[config.mk]
export PLATFORM = sky130hd
export DESIGN_NAME = junction_phase_scheduler
export DESIGN_NICKNAME = d
export VERILOG_FILES = /design/src/rtl/junction_pkg.sv /design/src/rtl/rr_arbiter3.sv /design/src/rtl/junction_phase_scheduler.sv
export SDC_FILE = /design/constraint.sdc
export NUM_CORES = 1
export LEC_CHECK = 0
export BUFFER_PORTS_ARGS = -buffer_cell sky130_fd_sc_hd__buf_2
export CAP_MARGIN = 20
export CORE_UTILIZATION = 45
export DETAILED_ROUTE_END_ITERATION = 16
export PLACE_DENSITY = 0.65
export SLEW_MARGIN = 10
export SYNTH_ARGS = -nofsm -noshare
export SYNTH_HDL_FRONTEND = slang
export SYNTH_HIERARCHICAL = 1
export SYNTH_SLANG_ARGS = --single-unit
[constraint.sdc]
create_clock -name clk -period 5.05 [get_ports clk]
set_clock_uncertainty 0.15 [all_clocks]
set_input_delay 0.505 -clock clk [delete_from_list [all_inputs] [get_ports clk]]
set_output_delay 0.505 -clock clk [all_outputs]
set_load 0.01 [all_outputs]
[src/rtl/junction_pkg.sv]
// ============================================================================
// Module : junction_pkg
// Desc   : Shared phase encoding, road index type and default timing
//          for the three-road junction scheduler.
// Rev    : 1.0  initial release
// ============================================================================
`default_nettype none

package junction_pkg;

  typedef enum logic [2:0] {
    IDLE   = 3'd0,
    GREEN  = 3'd1,
    YELLOW = 3'd2,
    CLEAR  = 3'd3,
    WALK   = 3'd4
  } phase_e;

  typedef logic [1:0] road_t;

  localparam int NUM_ROADS      = 3;
  localparam int DEF_GREEN_MIN  = 8;
  localparam int DEF_GREEN_MAX  = 32;
  localparam int DEF_YELLOW_T   = 3;
  localparam int DEF_ALLRED_T   = 2;
  localparam int DEF_WALK_T     = 6;
  localparam int DEF_TW         = 8;

  function automatic logic [NUM_ROADS-1:0] road_onehot(input road_t r);
    logic [NUM_ROADS-1:0] oh;
    case (r)
      2'd0:    oh = 3'b001;
      2'd1:    oh = 3'b010;
      2'd2:    oh = 3'b100;
      default: oh = 3'b000;
    endcase
    return oh;
  endfunction

endpackage

`default_nettype wire

[src/rtl/rr_arbiter3.sv]
// ============================================================================
// Module : rr_arbiter3
// Desc   : Combinational three-way round-robin arbiter; the search starts
//          just after the last served road, so that road is considered last.
// Rev    : 1.0  initial release
// ============================================================================
`default_nettype none

module rr_arbiter3
  import junction_pkg::*;
(
  input  logic [2:0] req,
  input  road_t      last,
  output road_t      winner,
  output logic       any
);

  always_comb begin
    any    = |req;
    winner = 2'd0;
    case (last)
      2'd0: begin
        if (req[1])      winner = 2'd1;
        else if (req[2]) winner = 2'd2;
        else             winner = 2'd0;
      end
      2'd1: begin
        if (req[2])      winner = 2'd2;
        else if (req[0]) winner = 2'd0;
        else             winner = 2'd1;
      end
      default: begin
        if (req[0])      winner = 2'd0;
        else if (req[1]) winner = 2'd1;
        else             winner = 2'd2;
      end
    endcase
  end

endmodule

`default_nettype wire

[src/rtl/junction_phase_scheduler.sv]
// ============================================================================
// Module : junction_phase_scheduler
// Desc   : Round-robin green/yellow/all-red phase sequencer for a three-road
//          junction. Optional pedestrian walk phase under PED_WALK_EN.
// Rev    : 1.0  initial release
// ============================================================================
`default_nettype none

module junction_phase_scheduler
  import junction_pkg::*;
#(
  parameter int GREEN_MIN = DEF_GREEN_MIN,
  parameter int GREEN_MAX = DEF_GREEN_MAX,
  parameter int YELLOW_T  = DEF_YELLOW_T,
  parameter int ALLRED_T  = DEF_ALLRED_T,
  parameter int WALK_T    = DEF_WALK_T,
  parameter int TW        = DEF_TW
) (
  input  logic                 clk,
  input  logic                 reset_n,
  input  logic [NUM_ROADS-1:0] req,
`ifdef PED_WALK_EN
  input  logic                 ped_req,
  output logic                 walk,
`endif
  output logic [NUM_ROADS-1:0] red,
  output logic [NUM_ROADS-1:0] yellow,
  output logic [NUM_ROADS-1:0] green,
  output logic [1:0]           active_road,
  output logic [2:0]           phase
);

  phase_e               r_phase, w_phase_nxt;
  logic [TW-1:0]        r_timer;
  road_t                r_last, r_active, w_active_nxt, w_win;
  logic                 w_any, w_ped_pend, w_competing, w_own_req;
  logic                 w_min_done, w_max_done;
  logic [NUM_ROADS-1:0] r_red, r_yellow, r_green;
  logic [NUM_ROADS-1:0] w_oh_nxt, w_green_nxt, w_yellow_nxt;

  rr_arbiter3 u_arb (
    .req    (req),
    .last   (r_last),
    .winner (w_win),
    .any    (w_any)
  );

`ifdef PED_WALK_EN
  logic r_ped, r_walk, w_walk_entry;

  assign w_ped_pend   = r_ped;
  assign w_walk_entry = (w_phase_nxt == WALK) && (r_phase != WALK);
  assign walk         = r_walk;

  // A press on the walk-entry edge must survive the clear.
  always_ff @(posedge clk or negedge reset_n) begin
    if (!reset_n) begin
      r_ped  <= 1'b0;
      r_walk <= 1'b0;
    end else begin
      r_ped  <= ped_req | (r_ped & ~w_walk_entry);
      r_walk <= (w_phase_nxt == WALK);
    end
  end
`else
  localparam int c_unused_walk_t = WALK_T;
  assign w_ped_pend = 1'b0;
`endif

  // Timer holds elapsed-1, so thresholds compare against T-1.
  assign w_own_req   = |(req & road_onehot(r_active));
  assign w_competing = (|(req & ~road_onehot(r_active))) | w_ped_pend;
  assign w_min_done  = (r_timer >= TW'(GREEN_MIN - 1));
  assign w_max_done  = (r_timer >= TW'(GREEN_MAX - 1));

  always_comb begin
    w_phase_nxt  = r_phase;
    w_active_nxt = r_active;
    case (r_phase)
      IDLE: begin
        if (w_any) begin
          w_phase_nxt  = GREEN;
          w_active_nxt = w_win;
        end
`ifdef PED_WALK_EN
        else if (w_ped_pend) w_phase_nxt = WALK;
`endif
      end
      GREEN: begin
        if (w_competing && ((w_min_done && !w_own_req) || w_max_done))
          w_phase_nxt = YELLOW;
      end
      YELLOW: begin
        if (r_timer == TW'(YELLOW_T - 1)) w_phase_nxt = CLEAR;
      end
      CLEAR: begin
        if (r_timer == TW'(ALLRED_T - 1)) begin
          if (w_ped_pend) begin
`ifdef PED_WALK_EN
            w_phase_nxt = WALK;
`endif
          end else if (w_any) begin
            w_phase_nxt  = GREEN;
            w_active_nxt = w_win;
          end else begin
            w_phase_nxt = IDLE;
          end
        end
      end
`ifdef PED_WALK_EN
      WALK: begin
        if (r_timer == TW'(WALK_T - 1)) begin
          if (w_any) begin
            w_phase_nxt  = GREEN;
            w_active_nxt = w_win;
          end else begin
            w_phase_nxt = IDLE;
          end
        end
      end
`endif
      default: w_phase_nxt = IDLE;
    endcase
  end

  // Lamps are decoded from the next phase so they switch with it.
  assign w_oh_nxt     = road_onehot(w_active_nxt);
  assign w_green_nxt  = (w_phase_nxt == GREEN)  ? w_oh_nxt : '0;
  assign w_yellow_nxt = (w_phase_nxt == YELLOW) ? w_oh_nxt : '0;

  always_ff @(posedge clk or negedge reset_n) begin
    if (!reset_n) begin
      r_phase  <= IDLE;
      r_timer  <= '0;
      r_last   <= 2'd2;
      r_active <= 2'd0;
      r_red    <= '1;
      r_yellow <= '0;
      r_green  <= '0;
    end else begin
      r_phase  <= w_phase_nxt;
      r_active <= w_active_nxt;
      if (w_phase_nxt != r_phase)      r_timer <= '0;
      else if (r_timer != {TW{1'b1}})  r_timer <= r_timer + 1'b1;
      if ((w_phase_nxt == GREEN) && (r_phase != GREEN)) r_last <= w_active_nxt;
      r_green  <= w_green_nxt;
      r_yellow <= w_yellow_nxt;
      r_red    <= ~(w_green_nxt | w_yellow_nxt);
    end
  end

  assign red         = r_red;
  assign yellow      = r_yellow;
  assign green       = r_green;
  assign active_road = r_active;
  assign phase       = r_phase;

endmodule

`default_nettype wire
* Word level (Yosys, flattened, before mapping)
Index checks and enable logic that the tools add are counted.
** Cells by class
- Add/subtract/negate cells :: 1
- $lt $le $gt $ge :: 2
- Equality and inequality tests :: 15
- Multiplexer cells :: 22
- Bitwise gates (word level) :: 5
- Reduce and logical (&&, ||, !) cells :: 13
** Operator list (count)
- 3-bit 2-to-1 mux :: 6
- 3-bit one-hot mux with 3 select lines :: 2
- 8-bit 2-to-1 mux :: 2
- 2-bit 2-to-1 mux :: 7
- 3-bit one-hot mux with 4 select lines :: 1
- 3-bit by 2-bit equality test with 1-bit output (second input constant) :: 3
- 3-bit OR reduction :: 3
- 8-bit by 1-bit adder with 8-bit output (second input constant) :: 1
- 8-bit by 1-bit equality test with 1-bit output (second input constant) :: 1
- 8-bit by 2-bit equality test with 1-bit output (second input constant) :: 1
- 8-bit by 3-bit greater-or-equal comparator with 1-bit output (second input constant) :: 1
- 8-bit by 5-bit greater-or-equal comparator with 1-bit output (second input constant) :: 1
- 8-bit inequality test (second input constant) :: 1
- 2-bit one-hot mux with 2 select lines :: 2
- 3-bit AND :: 2
- 2-bit by 1-bit equality test with 1-bit output (second input constant) :: 3
- 3-bit by 1-bit equality test with 1-bit output (second input constant) :: 2
- 2-bit zero test :: 3
- 3-bit NOT :: 2
- 2-bit equality test (second input constant) :: 2
- 1-bit logical AND :: 3
- 3-bit zero test :: 1
- 3-bit by 1-bit inequality test with 1-bit output (second input constant) :: 1
- 3-bit inequality test :: 1
- 5 further kinds :: 6
** Word-level totals
- Flip-flop bits (word level) :: 24

* Depth between registers and ports, before layout
- Depth in word-level cells :: 14
- Mapped depth :: 7
- Mapped depth without buffers :: 6

* By module
Netlist, hierarchy kept.
** By module, submodules not included
- junction_phase_scheduler :: instances 1, cells an instance 136, area each 1373.8 sq um, sequential area each 605.6 sq um
- rr_arbiter3 :: instances 1, cells an instance 10, area each 56.3 sq um, sequential area each 0.0 sq um

* Least setup slack after synthesis
OpenSTA, ideal clock, no wires.
- Path kind :: register -> register
- Start :: reg r_phase[0], in the netlist phase[0]
- End :: reg r_active[0], in the netlist active_road[0]
- Arrival time :: 1.677 ns
- Path slack :: 3.098 ns
- Cell stages (with the launch flop) :: 7
- Buffers on the path :: 2
- Clock period less this slack :: 1.952 ns
- Cells stage by stage :: dfrtp_1 > buf_2 > or2_2 > a211oi_4 > o21a_1 > buf_6 > mux2_2
** On the way
- Cells in the longest elaborated chain, start to end :: 2
** Ends and longest elaborated chain
- start: declaration :: RTL line junction_phase_scheduler.sv:33 : phase_e r_phase, w_phase_nxt;
- start signal: assignment :: RTL line junction_phase_scheduler.sv:141 : r_phase <= w_phase_nxt;
- 3-bit by 2-bit equality test with 1-bit output or 3-bit zero test (tied branches) :: RTL line junction_phase_scheduler.sv:79 : case (r_phase)
- 2-bit one-hot mux with 2 select lines (*) :: RTL line junction_phase_scheduler.sv:79
- net w_active_nxt[0] :: RTL line junction_phase_scheduler.sv:35 : road_t r_last, r_active, w_active_nxt, w_win;
- end signal: assignment :: RTL line junction_phase_scheduler.sv:142 : r_active <= w_active_nxt;
- end: declaration :: RTL line junction_phase_scheduler.sv:35
Mark *: on every way through the listed nets, which the timed path passes. The rest lies on a longest branch.
A chain may end at the register's enable or synchronous reset.

* Final worst setup path
- Start :: reg r_timer[6]
- End :: reg r_last[0]
** On the way
- Cells in the longest elaborated chain, start to end :: 8
** Ends and longest elaborated chain
- start: declaration :: RTL line junction_phase_scheduler.sv:34 : logic [TW-1:0] r_timer;
- start signal: assignment :: RTL line junction_phase_scheduler.sv:144 : else if (r_timer != {TW{1'b1}}) r_timer <= r_timer + 1'b1;
- 8-bit by 3-bit greater-or-equal comparator with 1-bit output :: RTL line junction_phase_scheduler.sv:73 : assign w_min_done = (r_timer >= TW'(GREEN_MIN - 1));
- 1-bit logical AND :: RTL line junction_phase_scheduler.sv:90 : if (w_competing && ((w_min_done && !w_own_req) || w_max_done))
- 1-bit logical OR :: RTL line junction_phase_scheduler.sv:90
- 1-bit logical AND :: RTL line junction_phase_scheduler.sv:90
- 3-bit 2-to-1 mux :: RTL line junction_phase_scheduler.sv:90
- 3-bit one-hot mux with 4 select lines :: RTL line junction_phase_scheduler.sv:79
- 3-bit by 1-bit equality test with 1-bit output :: RTL line junction_phase_scheduler.sv:145 : if ((w_phase_nxt == GREEN) && (r_phase != GREEN)) r_last <= w_active_nxt;
- 1-bit logical AND :: RTL line junction_phase_scheduler.sv:145
- end signal: assignment :: RTL line junction_phase_scheduler.sv:145
- end: declaration :: RTL line junction_phase_scheduler.sv:35
Parallel ways exist; a longest one is shown, timed or not.

==> summary.md <==
| Metric | Value |
|---|---|
| Status | finished with violations |
| Failing checks | hold timing |
| EDFF count, synth | 0 |
| Post-CTS Hold Buffers | 0 |
| Post-Synthesis Cells | 146 |
| Crit. End Element | flip-flop |
| Final setup vio count | 0 |
| Longest Clk Path Bufs | 2 |
| Yosys cell types | 48 |
| Pleak | a little over 0.7 nW |
| Slew Limit Fails | 0 |
| Hpwl dp | just over 2000 µm |
| Worst-Skew Late Latency | 0.31 ns |
| Crit-path cells | nor4_4, and3_4, o21a_1, mux2_2 |
| Post-DRT Antenna Nets | 0 |
| Total CTS buffers | 3 |
| Clock Sinks | 24 |
| Slowest cell on crit path | dfrtp_1 |
| Initial DRC count | 22 |
| Crit-path max FO | 8 |
| Reg clk slew, reported paths | 0.13 ns |
| Gpl congestion | just under 0.9 |
| Worst-margin pin slew | about 0.60 ns |
| Max incr delay on CP | just under 0.5 ns |
| Syn_area_per_cell | about 9.8 µm² |
| # resized after CTS | 0 |
| Final hold vios | 2 |
| DR vias | around 1100 |
| Clock root buffer master | clkbuf_4 |
| Fill count | approximately 270 |
| Setup Fix Bufs, Post-CTS | 0 |
| CP arrival | roughly 2.2 ns |
| Vias in the first global route | 1108 |
| Final worst-path cycle share | a little over two fifths |
| Pwr Density | approximately 330 mW/mm² |
| Worst EP required | between 5 and 6 ns |
| Worst vdd ir | ~0.13 mV |
| Hold WS | -0.0005870 ns |
| P&R area growth vs syn | 10.50% |
| Setup Crit Path Kind | reg2reg |
| Tot Pwr | between 0.5 and 0.6 mW |
| Largest net degree at the start of global routing | 25 |
| Die width | ~60 µm |
| # rows | 20 |
| Highest Clock Rate | about 470 MHz |
| WL per Instance | 13.18 µm |
| Minimum clock period | around 2.1 ns |
| Register bit total from synthesis | 24 |
| First-pass GRT wire length | just under 5000 µm |
| TritonCTS clock tree | yes |
| Core area | a little over 0.003 mm² |
| Initial Util | 47.23% |
| Antenna diodes | 0 |
| Setup_tns | 0 ns |
| R2R depth | 4 |
| IO Pins | 19 |
| Post-Syn Area | ~0.0014 mm² |
| Grt total ovfl | 0 |
| Final instance area | about 0.0016 mm² |
| Ys Warns | 6 |
| Unrepaired setup endpoints after global routing | no |
| Vias/cell | 5.416 |
| IO buf count | 18 |
| Post-Route WL | 2754 µm |
| Sequential area share after synthesis | between 40 and 50% |
| Drt first pass iters | 4 |
| Syn_nets | between 150 and 200 |
| Die span in y | approximately 60 µm |
| Max_cap viols | 0 |
| Post-route DRC | 0 |
| Synth Flop Type | dfrtp_1 |
| Initial antenna violation count | 0 |
| Layout Nets | 174 |
| Asr flop ratio synth | 100.0% |
| Hold WC Path Type | in2async |
| # H-tree levels | 1 |
| Most frequent cells in the layout | 20 x nor2_1, 20 x dfrtp_1, 18 x buf_2 |
| CP startpoint kind | flip-flop |
| Layout cells sized above 1 | a little over a quarter |
| Placed cell area | 0.001554 mm² |
| GRT Resource Usage Total | approximately 18% |
| Die area | between 0.003 and 0.004 mm² |
| Slew HR | 59.60% |
-- through the flow --
step / hold slack (ns) / instances / utilization (%) / worst slack [ns]
2_1_floorplan: 0.05941 / 146 / - / 3.098
3_3_place_gp: 0.3553 / 205 / 51.32 / 2.902
3_5_place_dp: 0.3656 / 205 / 51.32 / 2.832
4_1_cts: 0.01434 / 209 / 52.19 / 2.906
5_1_grt: 0.02417 / 209 / 52.19 / 2.801
6_report: -0.0005870 / 209 / 52.19 / 2.929
-- power breakdown --
part / total, mW / leakage (nW) / switching [mW] / internal, mW
registers: 0.261 / 0.310 / 0.0297 / 0.231
clock network: 0.0866 / 0.0150 / 0.0558 / 0.0308
logic: 0.172 / 0.400 / 0.0931 / 0.0788
total: 0.519 / 0.726 / 0.179 / 0.341
-- logic make-up (layout without fill, tap and decap cells) --
family | count (synthesis) | in the layout | synth area share (%)
xor+xnor | 2 | 2 | 1.225
simple gates | 64 | 64 | 25.72
compound gates | 32 | 32 | 16.71
other cells | 1 | 1 | 0.2622
flops | 24 | 24 | 42.34
buf+inv | 9 | 28 | 3.062
mux | 11 | 11 | 8.049
fa+ha+maj | 3 | 3 | 2.625
-- critical path, delay by kind of cell, from the launching register on --
family          cells  cell delay, ns
mux                 1            0.38
compound gates      1            0.34
flops               1            0.49
simple gates        2            0.66
-- final cells by class --
type	count	area [µm²]	share of cell area (%)
clock buffers	4	26.28	1.663
inverters	6	22.52	1.425
multi-input cells	113	780.7	49.41
flip-flops and latches	24	605.6	38.32
well taps	44	55.05	3.484
repair buffers	18	90.09	5.701
-- synth_stat cells, types with 2 or more instances --
cell / count / share of area [%]
and3_1: 3 / 1.3
nand2_1: 8 / 2.1
buf_2: 2 / 0.70
inv_1: 6 / 1.6
or2_2: 3 / 1.3
o21ai_1: 2 / 0.70
mux2_2: 4 / 3.1
nor3_2: 2 / 1.4
o211a_1: 3 / 2.1
mux2i_1: 7 / 4.9
dfstp_2: 4 / 7.3
nor2_1: 20 / 5.2
a221oi_1: 2 / 1.2
nand2b_1: 3 / 1.3
dfrtp_1: 20 / 35
a21oi_1: 8 / 2.8
ha_1: 3 / 2.6
o21ai_0: 5 / 1.7
nor3_1: 4 / 1.4
and2b_1: 3 / 1.6
nand3_1: 6 / 2.1
a311oi_1: 2 / 1.2
-- worst paths after layout --
path	startpoint	end	slack [ns]
max	r_timer[6]$_DFFE_PN0P_	r_last[0]$_DFFE_PN0P_	2.93
min	reset_n	yellow[0]$_DFF_PN0_	-0.0006
max reg2reg	r_timer[6]$_DFFE_PN0P_	r_last[0]$_DFFE_PN0P_	2.93
min reg2reg	r_last[0]$_DFFE_PN0P_	r_last[0]$_DFFE_PN0P_	0.44
max in group asynchronous	reset_n	r_last[1]$_DFFE_PN1P_	4.39
min in group clk	r_last[0]$_DFFE_PN0P_	r_last[0]$_DFFE_PN0P_	0.44
-- state kept, by name, summed over array words and instances (netlist names) --
| name | flops |
|---|---|
| phase | 3 |
| red | 3 |
| active_road | 2 |
| r_last | 2 |
| yellow | 3 |
| green | 3 |
| r_timer | 8 |
-- per-layer routing --
metal | routed length (µm) | global-route usage, % | up-vias
met5 | 0 | 0 | -
met4 | 55 | 7.823 | 0
met1 | 1240 | 22.88 | 542
li1 | - | - | 562
met2 | 1375 | 31.86 | 22
met3 | 83 | 2.637 | 6
Note: power is estimated with default switching activity, not from simulation.
